==> config.mk <==
export PLATFORM = sky130hd
export DESIGN_NAME = mag_cmp_seq
export DESIGN_NICKNAME = d
export VERILOG_FILES = /design/src/rtl/mag_cmp_seq.sv
export SDC_FILE = /design/constraint.sdc
export NUM_CORES = 1
export LEC_CHECK = 0
export CAP_MARGIN = 20
export CORE_MARGIN = 1.5
export CORE_UTILIZATION = 51
export CTS_CLUSTER_SIZE = 12
export DETAILED_ROUTE_END_ITERATION = 10
export GPL_TIMING_DRIVEN = 0
export HOLD_SLACK_MARGIN = 0.06
export PLACE_DENSITY = 0.87
export SYNTH_ARGS = -nofsm -noshare
export SYNTH_HDL_FRONTEND = slang
export SYNTH_SLANG_ARGS = --single-unit
==> constraint.sdc <==
create_clock -name clk -period 2.1 [get_ports clk]
set_clock_uncertainty 0.2 [all_clocks]
set_input_delay 0.525 -clock clk [delete_from_list [all_inputs] [get_ports clk]]
set_output_delay 0.525 -clock clk [all_outputs]
set_load 0.02 [all_outputs]
==> src/rtl/mag_cmp_seq.sv <==
// Slice-serial magnitude comparator: MSB slice first, SLICE bits per clock, unsigned or two's-complement.
// Build option: define CMP_EARLY_EXIT_EN to finish on the first differing slice (data-dependent latency).

module mag_cmp_slice #(
  parameter int SLICE = 4
) (
  input  logic [SLICE-1:0] a,
  input  logic [SLICE-1:0] b,
  output logic             lt,
  output logic             gt
);
  assign lt = (a < b);
  assign gt = (a > b);
endmodule

module mag_cmp_seq #(
  parameter int WIDTH = 16,
  parameter int SLICE = 4
) (
  input  logic             clk,
  input  logic             reset_n,
  input  logic             start,
  input  logic [WIDTH-1:0] a,
  input  logic [WIDTH-1:0] b,
  input  logic             signed_mode,
  output logic             ready,
  output logic             done,
  output logic             eq,
  output logic             lt,
  output logic             gt
);
  localparam int N     = WIDTH / SLICE;
  localparam int IDX_W = (N > 1) ? $clog2(N) : 1;

  if (WIDTH < 2 || SLICE < 1 || SLICE > WIDTH || (WIDTH % SLICE) != 0) begin : g_bad_cfg
    $error("mag_cmp_seq: WIDTH must be >= 2 and a multiple of SLICE");
  end

  typedef enum logic [1:0] {IDLE, CMP, DONE} state_t;

  state_t           state;
  logic [WIDTH-1:0] a_r, b_r;
  logic [IDX_W-1:0] idx;
  logic [N-1:0]     s_lt, s_gt;
  logic             cur_lt, cur_gt;
  logic [WIDTH-1:0] msb_flip;

  // Flipping both MSBs maps two's-complement order onto unsigned order.
  assign msb_flip = {signed_mode, {(WIDTH-1){1'b0}}};

  for (genvar g = 0; g < N; g++) begin : g_slice
    mag_cmp_slice #(.SLICE(SLICE)) u_slice (
      .a (a_r[g*SLICE +: SLICE]),
      .b (b_r[g*SLICE +: SLICE]),
      .lt(s_lt[g]),
      .gt(s_gt[g])
    );
  end

  assign cur_lt = s_lt[idx];
  assign cur_gt = s_gt[idx];

`ifndef CMP_EARLY_EXIT_EN
  // First MSB-side difference, held while the remaining slices are walked.
  logic hit_lt, hit_gt, decided;
  assign decided = hit_lt | hit_gt;
`endif

  always_ff @(posedge clk) begin
    if (!reset_n) begin
      state  <= IDLE;
      ready  <= 1'b1;
      done   <= 1'b0;
      eq     <= 1'b0;
      lt     <= 1'b0;
      gt     <= 1'b0;
      idx    <= IDX_W'(N-1);
      a_r    <= '0;
      b_r    <= '0;
`ifndef CMP_EARLY_EXIT_EN
      hit_lt <= 1'b0;
      hit_gt <= 1'b0;
`endif
    end else begin
      done <= 1'b0;
      case (state)
        IDLE, DONE: begin
          if (start) begin
            a_r    <= a ^ msb_flip;
            b_r    <= b ^ msb_flip;
            idx    <= IDX_W'(N-1);
            eq     <= 1'b0;
            lt     <= 1'b0;
            gt     <= 1'b0;
            ready  <= 1'b0;
            state  <= CMP;
`ifndef CMP_EARLY_EXIT_EN
            hit_lt <= 1'b0;
            hit_gt <= 1'b0;
`endif
          end else begin
            ready <= 1'b1;
            state <= IDLE;
          end
        end
        CMP: begin
`ifdef CMP_EARLY_EXIT_EN
          if (cur_lt || cur_gt) begin
            lt    <= cur_lt;
            gt    <= cur_gt;
            done  <= 1'b1;
            ready <= 1'b1;
            state <= DONE;
          end else if (idx == '0) begin
            eq    <= 1'b1;
            done  <= 1'b1;
            ready <= 1'b1;
            state <= DONE;
          end else begin
            idx <= idx - 1'b1;
          end
`else
          if (idx == '0) begin
            lt    <= decided ? hit_lt : cur_lt;
            gt    <= decided ? hit_gt : cur_gt;
            eq    <= !decided && !cur_lt && !cur_gt;
            done  <= 1'b1;
            ready <= 1'b1;
            state <= DONE;
          end else begin
            if (!decided) begin
              hit_lt <= cur_lt;
              hit_gt <= cur_gt;
            end
            idx <= idx - 1'b1;
          end
`endif
        end
        default: begin
          ready <= 1'b1;
          state <= IDLE;
        end
      endcase
    end
  end
endmodule

==> results of run 1 <==
-- per-layer routing --
metal	vias to the layer above	share of wire	wire length [µm]	GRT usage
met1	833	0.44	2020	0.269
met5	-	0	0	0
met3	15	0.049	226	0.0650
met4	0	0.033	152	0.138
met2	54	0.48	2170	0.373
li1	958	-	-	-
-- logic make-up (layout without fill, tap and decap cells) --
family          Yosys count  count (layout)  synth area share
xor+xnor                  2               2           0.00829
buf+inv                  32              80            0.0627
simple gates            102             102             0.203
compound gates           63              63             0.218
fa+ha+maj                17              17             0.101
flops                    43              43             0.407
-- per-stage QoR --
| stage | area (µm²) | utilization | cells | power [µW] |
|---|---|---|---|---|
| after detailed placement | 2580 | 0.644 | 349 | 1270 |
| after global placement | 2580 | 0.644 | 349 | 1260 |
| after CTS | 2710 | 0.678 | 357 | 2030 |
| after floorplan | 2110 | - | 259 | 1130 |
| final | 2730 | 0.682 | 357 | 2030 |
| after global routing | 2730 | 0.682 | 357 | 2140 |
-- timing repair --
action / CTS / global route
setup endpoints to repair: 0 / 14
gates resized for setup: 0 / 12
hold endpoints to repair: 0 / 0
-- where the power goes --
part	internal, µW	switching, µW
combinational	182	189
clock	475	288
sequential	864	31.3
-- flip-flops by register name, summed over array words and instances (netlist names) --
name and flops:
a_r 16, b_r 16, idx 2, state 2
done 1, eq 1, gt 1, hit_gt 1
hit_lt 1, lt 1, ready 1
-- cell type report --
class | count | area [µm²] | area share
clock buffer | 6 | 72.6 | 0.0266
multi-input combinational | 184 | 1130 | 0.415
clock inverter | 2 | 60.1 | 0.0220
inverter | 19 | 71.3 | 0.0261
tap | 50 | 62.6 | 0.0229
buffer | 13 | 67.6 | 0.0248
timing repair buffer | 40 | 400 | 0.147
sequential | 43 | 861 | 0.316
-- layout by cell type, fill, tap and decap left out, types with 2 or more instances in the layout --
| master | count |
|---|---|
| o211a_1 | 2 |
| nor2_1 | 7 |
| clkdlybuf4s50_1 | 40 |
| inv_1 | 18 |
| a41oi_1 | 2 |
| a21boi_0 | 30 |
| buf_2 | 2 |
| nand2_1 | 76 |
| clkbuf_1 | 6 |
| clkbuf_2 | 5 |
| dfxtp_1 | 43 |
| o211ai_1 | 2 |
| ha_1 | 17 |
| bufinv_16 | 2 |
| nand4_1 | 3 |
| xnor2_1 | 2 |
| nor2b_1 | 4 |
| o21ai_0 | 12 |
| nand2b_1 | 6 |
| clkbuf_8 | 6 |
| a21oi_1 | 4 |
| and3_1 | 3 |
-- how the worst max path moves through the flow --
stage	end	slack (ns)
after floorplan	eq	0.32
final	eq	0.14
after CTS	b_r[1]	0.03
after global placement	b_r[1]	-0.19
after global routing	hit_lt	0.02
after detailed placement	b_r[1]	-0.19
==> key figures, run 1 <==
GRT
  – Antenna violations before repair: 0
  – Total GRT Usage: 0.230
  – First-pass GRT wire length: 7620 µm
  – Vias in the first global route: 1796
  – GRT overflow: 0
  – Largest net degree at the start of global routing: 14

Yosys
  – Yosys warns: 0
  – Sequential area share after synthesis: 0.407
  – Syn Std Cell Area: 0.00211 mm²
  – Post-synth top cells: nand2_1, dfxtp_1, a21boi_0
  – EDFF count, synth: 0
  – Post-synth cell types: 33
  – Asr flop ratio synth: 0
  – Yosys top cell area share: 0.407
  – Synth top area cells: dfxtp_1, nand2_1, a21boi_0
  – Syn Nets: 312
  – Post-synth top flop: dfxtp_1
  – Synth area leader: dfxtp_1
  – Flops & latches, synth: 43
  – Syn Area/Cell: 8.16 µm²
  – Cell with the most instances after synthesis: nand2_1
  – Gate count after technology mapping: 259

Worst setup path
  – Crit-path max cell delay: 0.60 ns
  – Worst path cell trace: clkdlybuf4s50_1
  – Critical path capture point type: primary output
  – Buf/Inv on CP: 1
  – Kind of critical path: reg2out
  – Critical-path maximum fanout: 2
  – CP max-delay cell: clkdlybuf4s50_1
  – Critical Path RT: 1.37 ns
  – WP data arrival: 1.24 ns
  – Worst R2R End: eq
  – Crit start category: register
  – RR Startpoint: b_r[13]
  – Flop2flop setup slack: 0.14 ns
  – FF-to-FF path depth: 7
  – Crit path max-delay family: buffers and inverters
  – Crit path depth: 1
  – Crit path from: eq

Timing
  – Max Freq: 0.509 GHz
  – WHS: 0.264 ns
  – RSZ-0062 raised after global routing: no
  – Fin crit share: 0.935
  – Worst Tran Pin Value: 0.464 ns
  – Final Hold Viols: 0
  – Fin worst setup slack: 0.136 ns
  – Min Tclk post-route: 1.96 ns
  – Setup Viol. Count Final: 0
  – Post-route setup TNS: 0 ns
  – Final Max Slew Viols: 0
  – Slew headroom: 0.691

Layout
  – Layout area overhead: 29.0%
  – Layout net count: 359
  – Fill count: 350
  – Antenna Diode Count: 0
  – Fraction of layout cells with a size suffix above 1: 0.0717

Floorplan
  – # rows: 23
  – Starting Density: 0.529
  – Core Footprint: 0.00400 mm²
  – IO Pins: 41
  – DIE AREA: 0.00454 mm²
  – DIE WIDTH: 67.4 µm
  – Die extent in y: 67.4 µm

Routing
  – Vias/cell: 5.21
  – Via count: 1860
  – Wire per inst: 12.8 µm
  – Post-Route WL: 4580 µm
  – Final ANT Viol Nets: 0
  – DRC: 0
  – Initial DRC count: 66
  – Pre-Repair DR Iteration Count: 4

Clock tree
  – TritonCTS buffer count: 5
  – H-tree levels: 2
  – Clock Sinks: 43
  – Setup repair bufs after CTS: 0
  – Post-cts hold buffer count: 0
  – Worst-path clk slew: 0.09 ns
  – Root Buffer Master: clkbuf_8
  – CTS tree: yes
  – Clk buf depth: 2
  – Skew-Pair Late Insertion Delay: 0.31 ns

Power
  – Pleak: 0.00112 µW
  – PD cells: 744 mW/mm²
  – VDD IR max: 0.447 mV

Run status
  – Status: completed

Min path
  – Hold Path Stages: 2
  – Hold path endpoint: lt
  – Hold WC Path Type: reg2reg
  – Hold wc startpoint: lt

Place
  – Hpwl dp: 3350 µm
  – Place WS: -0.193 ns
  – Port Buffer Count: 40
  – GPL Wtd Cong: 0.836

Flow run
  – MaxCap Viol Count: 0
No activity file was read; power rests on OpenSTA's default activity.
==> inputs of run 2 (changes only) <==
PLACE_DENSITY = 0.79   (was 0.87)
==> run 2 against run 1 <==
Against the previous run:
- combinational power is essentially flat
- sequential power is essentially flat
- cell area shrank 2.0%
- power shrank 12%
- sequential share of layout area grew 0.65 points
- critical endpoint is now hit_gt
- largest power group unchanged
==> key figures, run 2 (synthesized netlist as in run 1, its figures left out) <==
Run status
  – Status: completed

Timing
  – Worst Tran Pin Value: 0.461 ns (-0.00304 ns)
  – Final Max Slew Viols: 0 (unchanged)
  – Fin worst setup slack: 0.122 ns (-0.0134 ns)
  – Fin crit share: 0.942 (+0.00639)
  – Max Freq: 0.506 GHz (-0.68%)
  – Post-route setup TNS: 0 ns (unchanged)
  – Min Tclk post-route: 1.98 ns (+0.0134 ns)
  – RSZ-0062 raised after global routing: no
  – Setup Viol. Count Final: 0 (unchanged)
  – Slew headroom: 0.693 (+0.00203)
  – Final Hold Viols: 0 (unchanged)

Floorplan
  – DIE AREA: 0.00454 mm² (unchanged)
  – Die extent in y: 67.4 µm (unchanged)
  – IO Pins: 41 (unchanged)
  – DIE WIDTH: 67.4 µm (unchanged)
  – Core Footprint: 0.00400 mm² (unchanged)
  – Starting Density: 0.529 (unchanged)
  – # rows: 23 (unchanged)

Worst setup path
  – Critical Path RT: 2.09 ns (+0.72 ns)
  – FF-to-FF path depth: 7 (unchanged)
  – Flop2flop setup slack: 0.12 ns (about the same)
  – Crit start category: register
  – Worst R2R End: hit_gt
  – WP data arrival: 1.96 ns (+0.72 ns)
  – Critical-path maximum fanout: 2 (unchanged)
  – RR Startpoint: b_r[13]
  – Critical path capture point type: register
  – Kind of critical path: reg2reg

GRT
  – Antenna violations before repair: 0 (unchanged)
  – Total GRT Usage: 0.216 (-0.0134)
  – Largest net degree at the start of global routing: 13 (-1)
  – GRT overflow: 0 (unchanged)
  – Vias in the first global route: 1635 (-9.0%)
  – First-pass GRT wire length: 7330 µm (-3.7%)

Place
  – Post-place instance area: 0.00258 mm² (unchanged)
  – Inst Count DP: 349 (unchanged)
  – GPL Wtd Cong: 0.818 (-2.2%)
  – Hpwl dp: 3490 µm (+4.4%)
  – Place WS: -0.240 ns (-0.0465 ns)
  – Port Buffer Count: 40 (unchanged)

Min path
  – Hold WC Path Type: reg2reg
  – Hold Path Stages: 2 (unchanged)
  – Hold path endpoint: lt
  – Hold wc startpoint: lt

Routing
  – Vias/cell: 5.21 (about the same)
  – Post-Route WL: 4590 µm (+0.33%)
  – Via count: 1854 (-0.32%)
  – Initial DRC count: 87 (+32%)
  – WL met3: 193 µm (-15%)
  – Wire per inst: 12.9 µm (+0.61%)
  – Pre-Repair DR Iteration Count: 4 (unchanged)
  – Metal1 wirelength: 2070 µm (+2.6%)
  – Final ANT Viol Nets: 0 (unchanged)
  – Met2 routed WL: 2270 µm (+4.3%)
  – Top layer reached by signal wires: met4
  – DRC: 0 (unchanged)

Layout
  – Reg area: 861 µm² (unchanged)
  – Layout area overhead: 26.4%
  – Largest regs: a_r: 16 flops, b_r: 16 flops
  – Antenna Diode Count: 0 (unchanged)
  – Fill count: 362 (+3.4%)
  – Multi-input logic area: 0.00112 mm² (-0.99%)
  – Commonest non-fill, non-tap cell in the layout: nand2_1
  – Commonest cells after routing, fill and taps aside: nand2_1, dfxtp_1, clkdlybuf4s50_1
  – Layout net count: 359 (unchanged)
  – Finished Layout Cells: 356 (-0.28%)
  – Fin area: 0.00267 mm² (-2.0%)
  – Fraction of layout cells with a size suffix above 1: 0.0686 (-0.00303)

Clock tree
  – CTS tree: yes
  – Worst-path clk slew: 0.08 ns (about the same)
  – Skew-Pair Late Insertion Delay: 0.29 ns (-0.02 ns)
  – Clock Sinks: 43 (unchanged)
  – TritonCTS buffer count: 5 (unchanged)
  – Cts repair resizes: 0 (unchanged)
  – H-tree levels: 2 (unchanged)
  – Setup repair bufs after CTS: 0 (unchanged)
  – Root Buffer Master: clkbuf_8
  – Post-cts hold buffer count: 0 (unchanged)
  – Clk buf depth: 2 (unchanged)

Power
  – Pleak: 0.00109 µW (-2.0%)
  – VDD IR max: 0.517 mV (+16%)
  – PD cells: 669 mW/mm² (-10%)

Flow run
  – MaxCap Viol Count: 0 (unchanged)
-- run 2: stage by stage --
stage	hold WS (ns)	utilization	power, µW
2_1_floorplan	0.243	-	1130
3_3_place_gp	0.237	0.644	1270
3_5_place_dp	0.250	0.644	1280
4_1_cts	0.270	0.666	1800
5_1_grt	0.279	0.668	1890
6_report	0.262	0.668	1790
-- run 2: area by class of cell --
cell class              count  share of cell area
inverters                  19              0.0267
repair buffers             40               0.150
plain buffers              13              0.0257
flip-flops and latches     43               0.322
well taps                  50              0.0234
clock inverters             1             0.00187
multi-input cells         184               0.419
clock buffers               6              0.0309
-- run 2: critical path, cell delays in order (launching register included) --
cell and delay (ns):
dfxtp_1 0.33, inv_1 0.05, ha_1 0.28, nor2b_1 0.14
o2111a_1 0.24, o21ai_0 0.28, a221oi_1 0.13, o211a_1 0.22
-- run 2: power breakdown --
group	total [µW]	switching (µW)	internal, µW
registers	893	29.7	863
clock network	526	268	258
logic	369	188	182
total	1790	485	1300
-- run 2: layer usage --
layer / GRT usage / vias up
met5: 0 / -
met4: 0.0714 / 0
met3: 0.0400 / 7
met2: 0.366 / 42
met1: 0.277 / 846
li1: - / 959
-- run 2: worst max path at each step --
stage	startpoint	endpoint	slack, ns	cells after the start
after global placement	reset_n	b_r[2]	-0.20	4
final	b_r[13]	hit_gt	0.12	7
after floorplan	b_r[13]	eq	0.32	7
after CTS	start	b_r[9]	0.02	6
after global routing	b_r[13]	hit_gt	0.03	7
after detailed placement	start	a_r[1]	-0.24	6
==> inputs of run 3 (changes only) <==
CORE_MARGIN = default   (was 1.5)
CTS_CLUSTER_DIAMETER = 120   (was default)
==> run 3 against run 2 <==
Against the previous run:
- critical path type unchanged
- critical path depth did not move
- largest cell class unchanged
- worst hold slack improved by 0.0013 ns
- critical endpoint is now eq
- largest power group unchanged
- first-iteration DRC count rose by 5.7%
==> key figures, run 3 (synthesized netlist as in run 1, its figures left out) <==
Routing
  – WL met3: 152 µm (-21%)
  – Metal1 wirelength: 2110 µm (+1.5%)
  – Pre-Repair DR Iteration Count: 4 (unchanged)
  – Top layer reached by signal wires: met4
  – DRC: 0 (unchanged)
  – Vias/cell: 5.23 (+0.37%)
  – Post-Route WL: 4400 µm (-4.2%)
  – Via count: 1866 (+0.65%)
  – Met2 routed WL: 2070 µm (-8.6%)
  – Final ANT Viol Nets: 0 (unchanged)
  – Wire per inst: 12.3 µm (-4.5%)
  – Initial DRC count: 92 (+5.7%)

Worst setup path
  – FF-to-FF path depth: 7 (unchanged)
  – Worst path cell trace: inv_1, ha_1, nor2b_1, o2111a_1, o21ai_0, nand4_1, a32o_1
  – Critical path capture point type: register
  – Critical Path RT: 2.09 ns (about the same)
  – WP data arrival: 1.97 ns (about the same)
  – Critical-path maximum fanout: 3 (+1)
  – Worst R2R End: eq
  – Crit-path max cell delay: 0.33 ns (about the same)
  – Flop2flop setup slack: 0.12 ns (about the same)
  – RR Startpoint: b_r[13]
  – Crit start category: register
  – CP max-delay cell: dfxtp_1
  – Kind of critical path: reg2reg

Timing
  – Worst Tran Pin Value: 0.495 ns (+0.0340 ns)
  – Min Tclk post-route: 1.98 ns (+0.00276 ns)
  – Final Hold Viols: 0 (unchanged)
  – Slew headroom: 0.670 (-0.0227)
  – Final Max Slew Viols: 0 (unchanged)
  – Post-route setup TNS: 0 ns (unchanged)
  – Fin crit share: 0.943 (+0.00131)
  – RSZ-0062 raised after global routing: no
  – Setup Viol. Count Final: 0 (unchanged)
  – Max Freq: 0.505 GHz (-0.14%)
  – WHS: 0.264 ns (+0.00127 ns)
  – Fin worst setup slack: 0.120 ns (-0.00276 ns)

Place
  – Hpwl dp: 3320 µm (-5.1%)
  – Post-place instance area: 0.00258 mm² (unchanged)
  – GPL Wtd Cong: 0.821 (+0.29%)
  – Place WS: -0.203 ns (+0.0371 ns)
  – Port Buffer Count: 40 (unchanged)

Layout
  – Largest regs: a_r: 16 flops, b_r: 16 flops
  – Fin area: 0.00269 mm² (+0.61%)
  – Antenna Diode Count: 0 (unchanged)
  – Commonest non-fill, non-tap cell in the layout: nand2_1
  – Multi-input logic area: 0.00112 mm² (+0.33%)
  – Layout area overhead: 27.2%
  – Post-layout util: 0.672 (+0.00407)
  – Layout net count: 359 (unchanged)
  – Fraction of layout cells with a size suffix above 1: 0.0717 (+0.00303)
  – Reg area: 861 µm² (unchanged)
  – Fill count: 357 (-1.4%)
  – Commonest cells after routing, fill and taps aside: nand2_1, dfxtp_1, clkdlybuf4s50_1

GRT
  – Largest net degree at the start of global routing: 13 (unchanged)
  – Vias in the first global route: 1639 (+0.24%)
  – First-pass GRT wire length: 7420 µm (+1.2%)
  – Antenna violations before repair: 0 (unchanged)
  – Total GRT Usage: 0.226 (+0.00951)
  – GRT overflow: 0 (unchanged)

Min path
  – Hold Path Stages: 2 (unchanged)
  – Hold wc startpoint: b_r[13]
  – Hold path endpoint: b_r[13]
  – Hold WC Path Type: reg2reg

Clock tree
  – H-tree levels: 2 (unchanged)
  – Skew-Pair Late Insertion Delay: 0.30 ns (about the same)
  – CTS tree: yes
  – TritonCTS buffer count: 5 (unchanged)
  – Clk buf depth: 2 (unchanged)
  – Clock Sinks: 43 (unchanged)
  – Root Buffer Master: clkbuf_8
  – Worst-path clk slew: 0.08 ns (about the same)

Power
  – PD cells: 685 mW/mm² (+2.4%)
  – Pleak: 0.00110 µW (+0.44%)
  – VDD IR max: 0.388 mV (-25%)

Floorplan
  – Core Footprint: 0.00400 mm² (unchanged)
  – Starting Density: 0.529 (unchanged)
  – DIE WIDTH: 66.4 µm (-1.5%)
  – Die extent in y: 66.4 µm (-1.5%)
  – DIE AREA: 0.00441 mm² (-2.9%)
  – IO Pins: 41 (unchanged)
  – # rows: 23 (unchanged)

Flow run
  – MaxCap Viol Count: 0 (unchanged)

Run status
  – Status: completed
[run 3: critical path, delay by kind of cell (launching register included)]
family	cells	cell delay, ns
AO/OA/AOI/OAI	3	0.72
flip-flops	1	0.33
AND/OR/NAND/NOR	2	0.32
adder cells (fa/ha/maj)	1	0.28
buffers and inverters	1	0.04
[run 3: per-stage QoR]
stage / std cells / power (µW)
5_1_grt: 357 / 1930
3_5_place_dp: 349 / 1270
2_1_floorplan: 259 / 1130
3_3_place_gp: 349 / 1270
6_report: 357 / 1840
4_1_cts: 357 / 1850
[run 3: where the power goes]
part	internal [µW]	switching [µW]
logic	183	188
registers	863	28.9
clock network	300	279
total	1350	496
[run 3: worst max-delay path by stage]
stage,depth (start not counted),endpoint,slack [ns],from
after floorplan,7,eq,0.32,b_r[13]
after global placement,4,b_r[1],-0.19,reset_n
after detailed placement,6,a_r[1],-0.20,start
after CTS,6,a_r[1],0.1,start
after global routing,7,eq,0.006,b_r[13]
final,7,eq,0.12,b_r[13]
[run 3: metal layers]
metal / vias up / global-route usage
met5: - / 0
met4: 0 / 0.0798
met3: 6 / 0.0379
met2: 35 / 0.386
met1: 862 / 0.283
li1: 963 / -
[run 3: area by class of cell]
class,instances,area share
Multi-Input combinational cell,184,0.418
Sequential cell,43,0.320
Timing Repair Buffer,40,0.149
Clock buffer,8,0.0372
Inverter,19,0.0265
Buffer,13,0.0256
Tap cell,50,0.0233
[run 3: timing repair]
action,4_1_cts,5_1_grt
hold endpoints to repair,0,0
hold buffers,0,0
resized for setup,0,14
endpoints found under the setup margin,0,22
setup buffers,0,0
